===== config.mk =====
export PLATFORM = sky130hd
export DESIGN_NAME = pcs_10g_tx_scrambler
export DESIGN_NICKNAME = d
export VERILOG_FILES = /design/src/rtl/pcs_10g_pkg.sv /design/src/rtl/pcs_10g_skid_buf.sv /design/src/rtl/pcs_10g_tx_scrambler.sv
export SDC_FILE = /design/constraint.sdc
export NUM_CORES = 1
export LEC_CHECK = 0
export ABC_AREA = 1
export BUFFER_PORTS_ARGS = -buffer_cell sky130_fd_sc_hd__buf_4
export CORE_ASPECT_RATIO = 1.4
export CORE_MARGIN = 1.5
export CORE_UTILIZATION = 46
export DETAILED_ROUTE_END_ITERATION = 6
export PLACE_DENSITY = 0.67
export SLEW_MARGIN = 0
export SYNTH_ARGS = -nofsm -noshare
export SYNTH_HDL_FRONTEND = slang
export SYNTH_SLANG_ARGS = --single-unit

===== constraint.sdc =====
create_clock -name clk -period 19.7 [get_ports clk]
set_input_delay 3.94 -clock clk [delete_from_list [all_inputs] [get_ports clk]]
set_output_delay 3.94 -clock clk [all_outputs]
set_load 0.01 [all_outputs]

===== src/rtl/pcs_10g_pkg.sv =====
// Shared 10GBASE-R PCS definitions: block geometry, sync headers, scrambler seed and
// the unrolled G(x) = 1 + x^39 + x^58 payload scrambler.
package pcs_10g_pkg;

  localparam int unsigned BLOCK_W     = 66;
  localparam int unsigned PAYLOAD_W   = 64;
  localparam int unsigned SCR_STATE_W = 58;

  localparam logic [1:0] SYNC_DATA = 2'b01;
  localparam logic [1:0] SYNC_CTRL = 2'b10;

  localparam logic [SCR_STATE_W-1:0] SCR_SEED = 58'h3FF_FFFF_FFFF_FFFF;

  typedef enum logic [1:0] {
    BufEmpty,
    BufOne,
    BufTwo
  } buf_state_e;

  typedef struct packed {
    logic [SCR_STATE_W-1:0] state;
    logic [PAYLOAD_W-1:0]   data;
  } scr_res_t;

  function automatic logic hdr_invalid(input logic [1:0] hdr);
    return !((hdr == SYNC_DATA) || (hdr == SYNC_CTRL));
  endfunction

  // s[j] is the line bit at time j-58: s[57:0] is the history (h reversed in time),
  // s[121:58] is the new scrambled payload. Each output bit taps s[i] and s[i+19].
  function automatic scr_res_t scramble(input logic [SCR_STATE_W-1:0] h,
                                        input logic [PAYLOAD_W-1:0]   d);
    logic [SCR_STATE_W+PAYLOAD_W-1:0] s;
    scr_res_t                         res;
    s = '0;
    for (int k = 0; k < SCR_STATE_W; k++) begin
      s[SCR_STATE_W-1-k] = h[k];
    end
    for (int i = 0; i < PAYLOAD_W; i++) begin
      s[SCR_STATE_W+i] = d[i] ^ s[i+19] ^ s[i];
    end
    res.data = s[SCR_STATE_W+PAYLOAD_W-1:SCR_STATE_W];
    for (int k = 0; k < SCR_STATE_W; k++) begin
      res.state[k] = s[SCR_STATE_W+PAYLOAD_W-1-k];
    end
    return res;
  endfunction

endpackage


===== src/rtl/pcs_10g_skid_buf.sv =====
// Generic 2-entry valid/ready skid buffer: registered ready and valid, no combinational
// path from ready_i to ready_o.
module pcs_10g_skid_buf
  import pcs_10g_pkg::*;
#(
  parameter int unsigned W = BLOCK_W
) (
  input  logic         clk_i,
  input  logic         rst_i,
  input  logic [W-1:0] data_i,
  input  logic         valid_i,
  output logic         ready_o,
  output logic [W-1:0] data_o,
  output logic         valid_o,
  input  logic         ready_i
);

  buf_state_e   state_q, state_d;
  logic [W-1:0] out_q, out_d;
  logic [W-1:0] skid_q, skid_d;
  logic         valid_q, valid_d;
  logic         ready_q, ready_d;
  logic         acc, drn;

  assign acc = valid_i && ready_q;
  assign drn = valid_q && ready_i;

  always_comb begin
    state_d = state_q;
    out_d   = out_q;
    skid_d  = skid_q;
    unique case (state_q)
      BufEmpty: begin
        if (acc) begin
          out_d   = data_i;
          state_d = BufOne;
        end
      end
      BufOne: begin
        if (acc && drn) begin
          out_d = data_i;
        end else if (acc) begin
          skid_d  = data_i;
          state_d = BufTwo;
        end else if (drn) begin
          state_d = BufEmpty;
        end
      end
      BufTwo: begin
        if (drn) begin
          out_d   = skid_q;
          state_d = BufOne;
        end
      end
      default: state_d = BufEmpty;
    endcase
    valid_d = (state_d != BufEmpty);
    ready_d = (state_d != BufTwo);
  end

  always_ff @(posedge clk_i or posedge rst_i) begin
    if (rst_i) begin
      state_q <= BufEmpty;
      out_q   <= '0;
      skid_q  <= '0;
      valid_q <= 1'b0;
      ready_q <= 1'b0;
    end else begin
      state_q <= state_d;
      out_q   <= out_d;
      skid_q  <= skid_d;
      valid_q <= valid_d;
      ready_q <= ready_d;
    end
  end

  assign ready_o = ready_q;
  assign data_o  = out_q;
  assign valid_o = valid_q;

endmodule


===== src/rtl/pcs_10g_tx_scrambler.sv =====
// 64B/66B TX self-synchronous scrambler feeding the gearbox through a skid buffer.
// Optional per-block scrambler bypass port when PCS_TX_SCR_BYPASS_EN is defined.
module pcs_10g_tx_scrambler
  import pcs_10g_pkg::*;
#(
  parameter logic [SCR_STATE_W-1:0] SEED = SCR_SEED
) (
  input  logic               clk,
  input  logic               rst,
  input  logic [BLOCK_W-1:0] in_block,
  input  logic               in_valid,
  output logic               in_ready,
  output logic [BLOCK_W-1:0] tx_block,
  output logic               tx_block_valid,
  input  logic               tx_ready,
`ifdef PCS_TX_SCR_BYPASS_EN
  input  logic               scr_bypass,
`endif
  output logic [15:0]        hdr_err_cnt
);

  logic [SCR_STATE_W-1:0] h_q, h_d;
  logic [15:0]            cnt_q, cnt_d;
  logic [BLOCK_W-1:0]     blk;
  scr_res_t               scr;
  logic                   accept;
  logic                   bypass;

`ifdef PCS_TX_SCR_BYPASS_EN
  assign bypass = scr_bypass;
`else
  assign bypass = 1'b0;
`endif

  assign accept = in_valid && in_ready;
  assign scr    = scramble(h_q, in_block[PAYLOAD_W-1:0]);

  // Header bypasses the scrambler and never enters the history.
  always_comb begin
    blk   = {in_block[BLOCK_W-1:PAYLOAD_W], bypass ? in_block[PAYLOAD_W-1:0] : scr.data};
    h_d   = (accept && !bypass) ? scr.state : h_q;
    cnt_d = cnt_q;
    if (accept && hdr_invalid(in_block[BLOCK_W-1:PAYLOAD_W]) && (cnt_q != 16'hFFFF)) begin
      cnt_d = cnt_q + 16'd1;
    end
  end

  always_ff @(posedge clk or posedge rst) begin
    if (rst) begin
      h_q   <= SEED;
      cnt_q <= '0;
    end else begin
      h_q   <= h_d;
      cnt_q <= cnt_d;
    end
  end

  assign hdr_err_cnt = cnt_q;

  pcs_10g_skid_buf #(
    .W(BLOCK_W)
  ) u_skid (
    .clk_i   (clk),
    .rst_i   (rst),
    .data_i  (blk),
    .valid_i (in_valid),
    .ready_o (in_ready),
    .data_o  (tx_block),
    .valid_o (tx_block_valid),
    .ready_i (tx_ready)
  );

endmodule


After elaboration in Yosys (flattened, before gate mapping)
Cells that the tools add are included.
{"block": "totals", "regBits": 210, "in_bits": 70, "out_inout_bits": 84, "word_cells": 168}
{"block": "op_classes", "add_sub_neg": 1, "eq_ne": 9, "n_mux": 10, "bitwise": 129, "n_reduce_logical": 12}
{"cell": "66-bit 2-to-1 mux", "count": 3}
{"cell": "66-bit case mux with 3 select lines", "count": 1}
{"cell": "1-bit XOR", "count": 128}
{"cell": "16-bit by 1-bit adder with 16-bit output (second input constant)", "count": 1}
{"cell": "16-bit inequality test (second input constant)", "count": 1}
{"cell": "2-bit 2-to-1 mux", "count": 5}
{"cell": "2-bit case mux with 3 select lines", "count": 1}
{"cell": "1-bit logical AND", "count": 5}
{"cell": "2-bit by 1-bit equality test with 1-bit output (second input constant)", "count": 2}
{"cell": "2-bit equality test (second input constant)", "count": 2}
{"cell": "2-bit by 1-bit inequality test with 1-bit output (second input constant)", "count": 2}
{"cell": "2-bit inequality test (second input constant)", "count": 2}
{"cell": "4-bit AND reduction", "count": 1}
{"cell": "3-bit AND reduction", "count": 1}
{"cell": "3-bit nonzero test", "count": 1}
{"cell": "2-bit logical NOT", "count": 1}
{"cell": "2-bit nonzero test", "count": 1}
{"cell": "1-bit logical NOT", "count": 1}
{"cell": "1-bit logical OR", "count": 1}
{"cell": "1-bit inverter", "count": 1}

Logic depth before layout (Yosys ltp)
{"block": "logic_depth", "depth_word": 6, "mapped_depth": 10, "depth_no_buf": 10}

Cells and area by module
A second synthesis with hierarchy kept.
{"block": "unflattened", "hier_cells": 1480, "area_unflattened_um2": 11204.5}
{"module": "pcs_10g_skid_buf", "instances": 1, "cells_per_inst": 787, "area_per_inst_um2": 6233.5, "seq_area_each_um2": 3403.3}
{"module": "pcs_10g_tx_scrambler", "instances": 1, "cells_per_inst": 693, "area_per_inst_um2": 4971.0, "seq_area_each_um2": 1924.3}

Least setup slack after synthesis
Ideal clock, no wire load.
{"block": "synth_timing", "path_kind": "input -> register", "startpoint": "input port in_valid", "endpoint": "register u_skid.skid_q[0]", "setup_ns": 0.136, "arrival_ns": 4.803, "required_ns": 19.564, "path_slack_ns": 14.761, "stages": 6, "path_buffers": 2, "cell_sequence": "nand2_2 nor2_1 nand2_1 buf_2 clkbuf_1 o21ai_0"}
{"block": "synth_between", "elab_chain_len": 4}
{"item": "from (decl)", "line_no": "pcs_10g_tx_scrambler.sv:11", "rtl": "input logic in_valid,"}
{"item": "1-bit logical AND *", "line_no": "pcs_10g_skid_buf.sv:25", "rtl": "assign acc = valid_i && ready_q;"}
{"item": "1-bit logical AND", "line_no": "pcs_10g_skid_buf.sv:40", "rtl": "if (acc && drn) begin"}
{"item": "1-bit inverter (no line)"}
{"item": "3-bit AND reduction (no line) *"}
{"item": "to (signal assigned)", "line_no": "pcs_10g_skid_buf.sv:71", "rtl": "skid_q <= skid_d;"}
{"item": "to (decl)", "line_no": "pcs_10g_skid_buf.sv:20", "rtl": "logic [W-1:0] skid_q, skid_d;"}
Every way passes the cells marked *; elsewhere a longest branch is shown, timed or not.
A chain may end at the register's enable or synchronous reset.

Worst setup path after layout
{"block": "layout_timing", "startpoint": "input port in_valid", "endpoint": "register u_skid.skid_q[46]"}
The elaborated chain is that of the path after synthesis.

==> metrics.txt <==
Synth Area per Inst 8.06 sq um; most common cell in the synthesized netlist nand2_1; Rel. slew slack roughly a quarter; PnR worst setup slack 13.44 ns; Crit path largest cell delay roughly 0.7 ns; Crit path buffers/inverters 4; Critical Path Slowest Stage Cell buf_4; FFs w/ async S/R, synth between 90% and 100%; crit start category primary input; std cell rows between 60 and 70; post-synthesis cell type count 28; total negative setup slack 0 ns; cell family with most CP delay buffers and inverters; die width around 130 um; gpl congestion around 0.84; #FFs+latches synth between 200 and 250; internal power approximately 1400 uW; clk_lat worst skew about 0.52 ns; Fin. Hold Viols 0; Crit Path Class primary input to flop; DIE AREA approximately 24000 sq um; clock root cell clkbuf_16; worst path cell trace buf_4 -> nand2_2 -> buf_4 -> nor2_1 -> nand2_2 -> buf_4 -> inv_2 -> nand3_1 -> o21ai_0; Crit Path Max Fanout 95; # IOs between 150 and 200; post-detailed-routing wire length around 28000 um; max-slew violation count 0; antenna violations before repair 0; Num CTS Buffers 22; Starting DRT DRC Count slightly above 600; cell depth of the worst setup path 9; DR vias about 9k; syn_nets approximately 1.4k; EDFF count, synth 0; area of the multi-input gates 4470 sq um; ANT cells 0; HP Class flop to flop; detailed-route DRC error count 0; CP most frequent cell buf_4; Critical Path End Type flop; Synth area leaders dfrtp_1 36%, dfstp_2 14%, nand2_1 13%; Core Region 22500 sq um; GRT Residual Overflow 0; register area share after synthesis 50.5%; switching pwr between 1000 and 1500 uW; Worst IR Drop VDD ~0.00016 V; Final HPWL DP between 15000 and 20000 um; PostCTS Resize Cnt 0; Reg area between 5000 and 6000 sq um; fin crit period 6.26 ns; Post-Syn Area 10600 sq um; crit path DAT ~6.6 ns; synthesis-to-finish area growth 19.3%; first-pass GRT wire length about 45000 um; most frequent cells after synthesis 354 x nand2_1, 152 x dfrtp_1, 137 x inv_1; clock power share around 17%; Reg2Reg Depth 8; clk_skew around 0.016 ns; Flop pwr share roughly 36%; CTS HTree Levels 1; number of setup buffers added after CTS 0; P per Cell Area 191 nW/um^2; FMAX roughly 160 MHz; Hold Buf Count CTS 0; status completed; # port buffers ~150; Net Sw Frac between 40 and 50%; Initial DRT Pass Iterations 5; RSZ-0062 raised after global routing no; Yosys top cell area share a little over a third; Max Root-Sink Buffers 3; Vias per Instance ~5.1; layout cells sized above 1 roughly a fifth; Yosys Warn Count 0; clk slew on worst S/H paths ~0.060 ns; combinational group share of total power a little under half; Sink Count 210; height of the die between 150 and 200 um; Slew @ Worst Pin 1.12 ns; post-place setup slack 12.93 ns; hold_ws between 0.4 and 0.5 ns; Final setup viols 0; Leak ~0.0063 uW; layout net count 1510; gr usage total between 20 and 25%; total of max-cap violations 0; CTS tree done; Critical Path RT 20.05 ns; worst hold stages 2; Yosys top cell by area dfrtp_1; routed len/inst approximately 16 um; Fillers between 2k and 2.5k; Primary FF master, synth dfrtp_1; Final period util 31.8%; vias in the first global route slightly below 9k; antenna viol nets, final 0; largest net degree at the start of global routing ~130; Initial Util 46.9%; Post-Syn Instances around 1.3k
## tightest hold or removal path, delay by kind of cell (launching register included)
| kind | cells | cell delay [ns] |
|---|---|---|
| DFF | 1 | 0.35 |
| and+or+nand+nor | 2 | 0.10 |
## power by group through the flow
stage | registers, uW | clock network [uW] | logic (uW)
2_1_floorplan | 853 | 0 | 757
3_3_place_gp | 863 | 0 | 1120
3_5_place_dp | 865 | 0 | 1140
4_1_cts | 862 | 408 | 1150
5_1_grt | 888 | 423 | 1300
6_report | 862 | 400 | 1150
## layout make-up
class / count / area share, %
timing repair buffer: 159 / 9.48
tap: 301 / 2.99
inverter: 142 / 4.29
multi-input combinational: 904 / 35.5
sequential: 210 / 42.3
clock buffer: 33 / 5.11
clock inverter: 7 / 0.328
## state kept, by name, indices dropped and copies added, names as in the netlist
register and cells:
h_q 58, hdr_err_cnt 16, u_skid.state_q 2, u_skid.ready_o 1, u_skid.data_o 66, u_skid.skid_q 66, u_skid.valid_o 1
## layer usage
layer | GRT usage (%) | part of all wire [%] | vias up
met1 | 32.9 | 43 | 4197
met2 | 40.4 | 49 | 237
met5 | 0 | 0 | -
met4 | 8.97 | 3.7 | 0
met3 | 2.58 | 4.4 | 56
li1 | - | - | 4453
## cells in the final DEF (no fill, tap or decap)
master / netlist / final
o21ai_4: 0 / 1
nor2_4: 1 / 1
inv_8: 0 / 1
inv_2: 5 / 5
ha_1: 1 / 1
clkinv_4: 0 / 1
o21a_1: 20 / 20
a22oi_1: 1 / 1
clkbuf_1: 33 / 7
nand3_1: 127 / 127
nor2_1: 47 / 47
nor3b_1: 1 / 1
clkbuf_16: 0 / 23
clkinvlp_4: 0 / 1
a21oi_1: 78 / 78
o21ai_0: 129 / 129
buf_4: 2 / 159
a31oi_1: 2 / 2
nand2_1: 354 / 353
xnor2_1: 40 / 40
nand2_2: 2 / 3
dfstp_2: 58 / 58
inv_1: 137 / 136
clkbuf_8: 0 / 3
dfrtp_1: 152 / 152
or2_2: 14 / 14
o21ai_1: 28 / 28
clkinv_2: 0 / 5
nor3_1: 4 / 4
nand4_1: 3 / 3
xor2_1: 51 / 51
## kinds of logic after synthesis
logic type | after synthesis | synth area share [%]
AOI/OAI and AO/OA | 259 | 12.8
buffers and inverters | 195 | 7.25
and+or+nand+nor | 553 | 21.8
xor gates and xnor gates | 91 | 7.55
adders and majority gates | 1 | 0.119
DFF | 210 | 50.5
## worst paths after layout
path,from,end,slack (ns)
max in group asynchronous,rst,u_skid.skid_q[33],14.47
worst min register to register,u_skid.data_o[57],u_skid.data_o[57],0.48
worst min-delay path,u_skid.data_o[57],u_skid.data_o[57],0.48
min in group asynchronous,rst,u_skid.data_o[46],3.62
worst max register to register,u_skid.ready_o,u_skid.skid_q[46],16.58
worst max-delay path,in_valid,u_skid.skid_q[46],13.44
## metrics by stage
step | cells | utilization, % | instance area [sq um] | total power (uW)
final | 1756 | 55.9 | 12600 | 2410
after global routing | 1756 | 55.9 | 12600 | 2610
after CTS | 1756 | 55.9 | 12600 | 2420
after detailed placement | 1716 | 52.9 | 11900 | 2010
after global placement | 1716 | 52.9 | 11900 | 1980
after floorplan | 1309 | - | 10600 | 1610
Note: power is estimated with default switching activity, not from simulation.
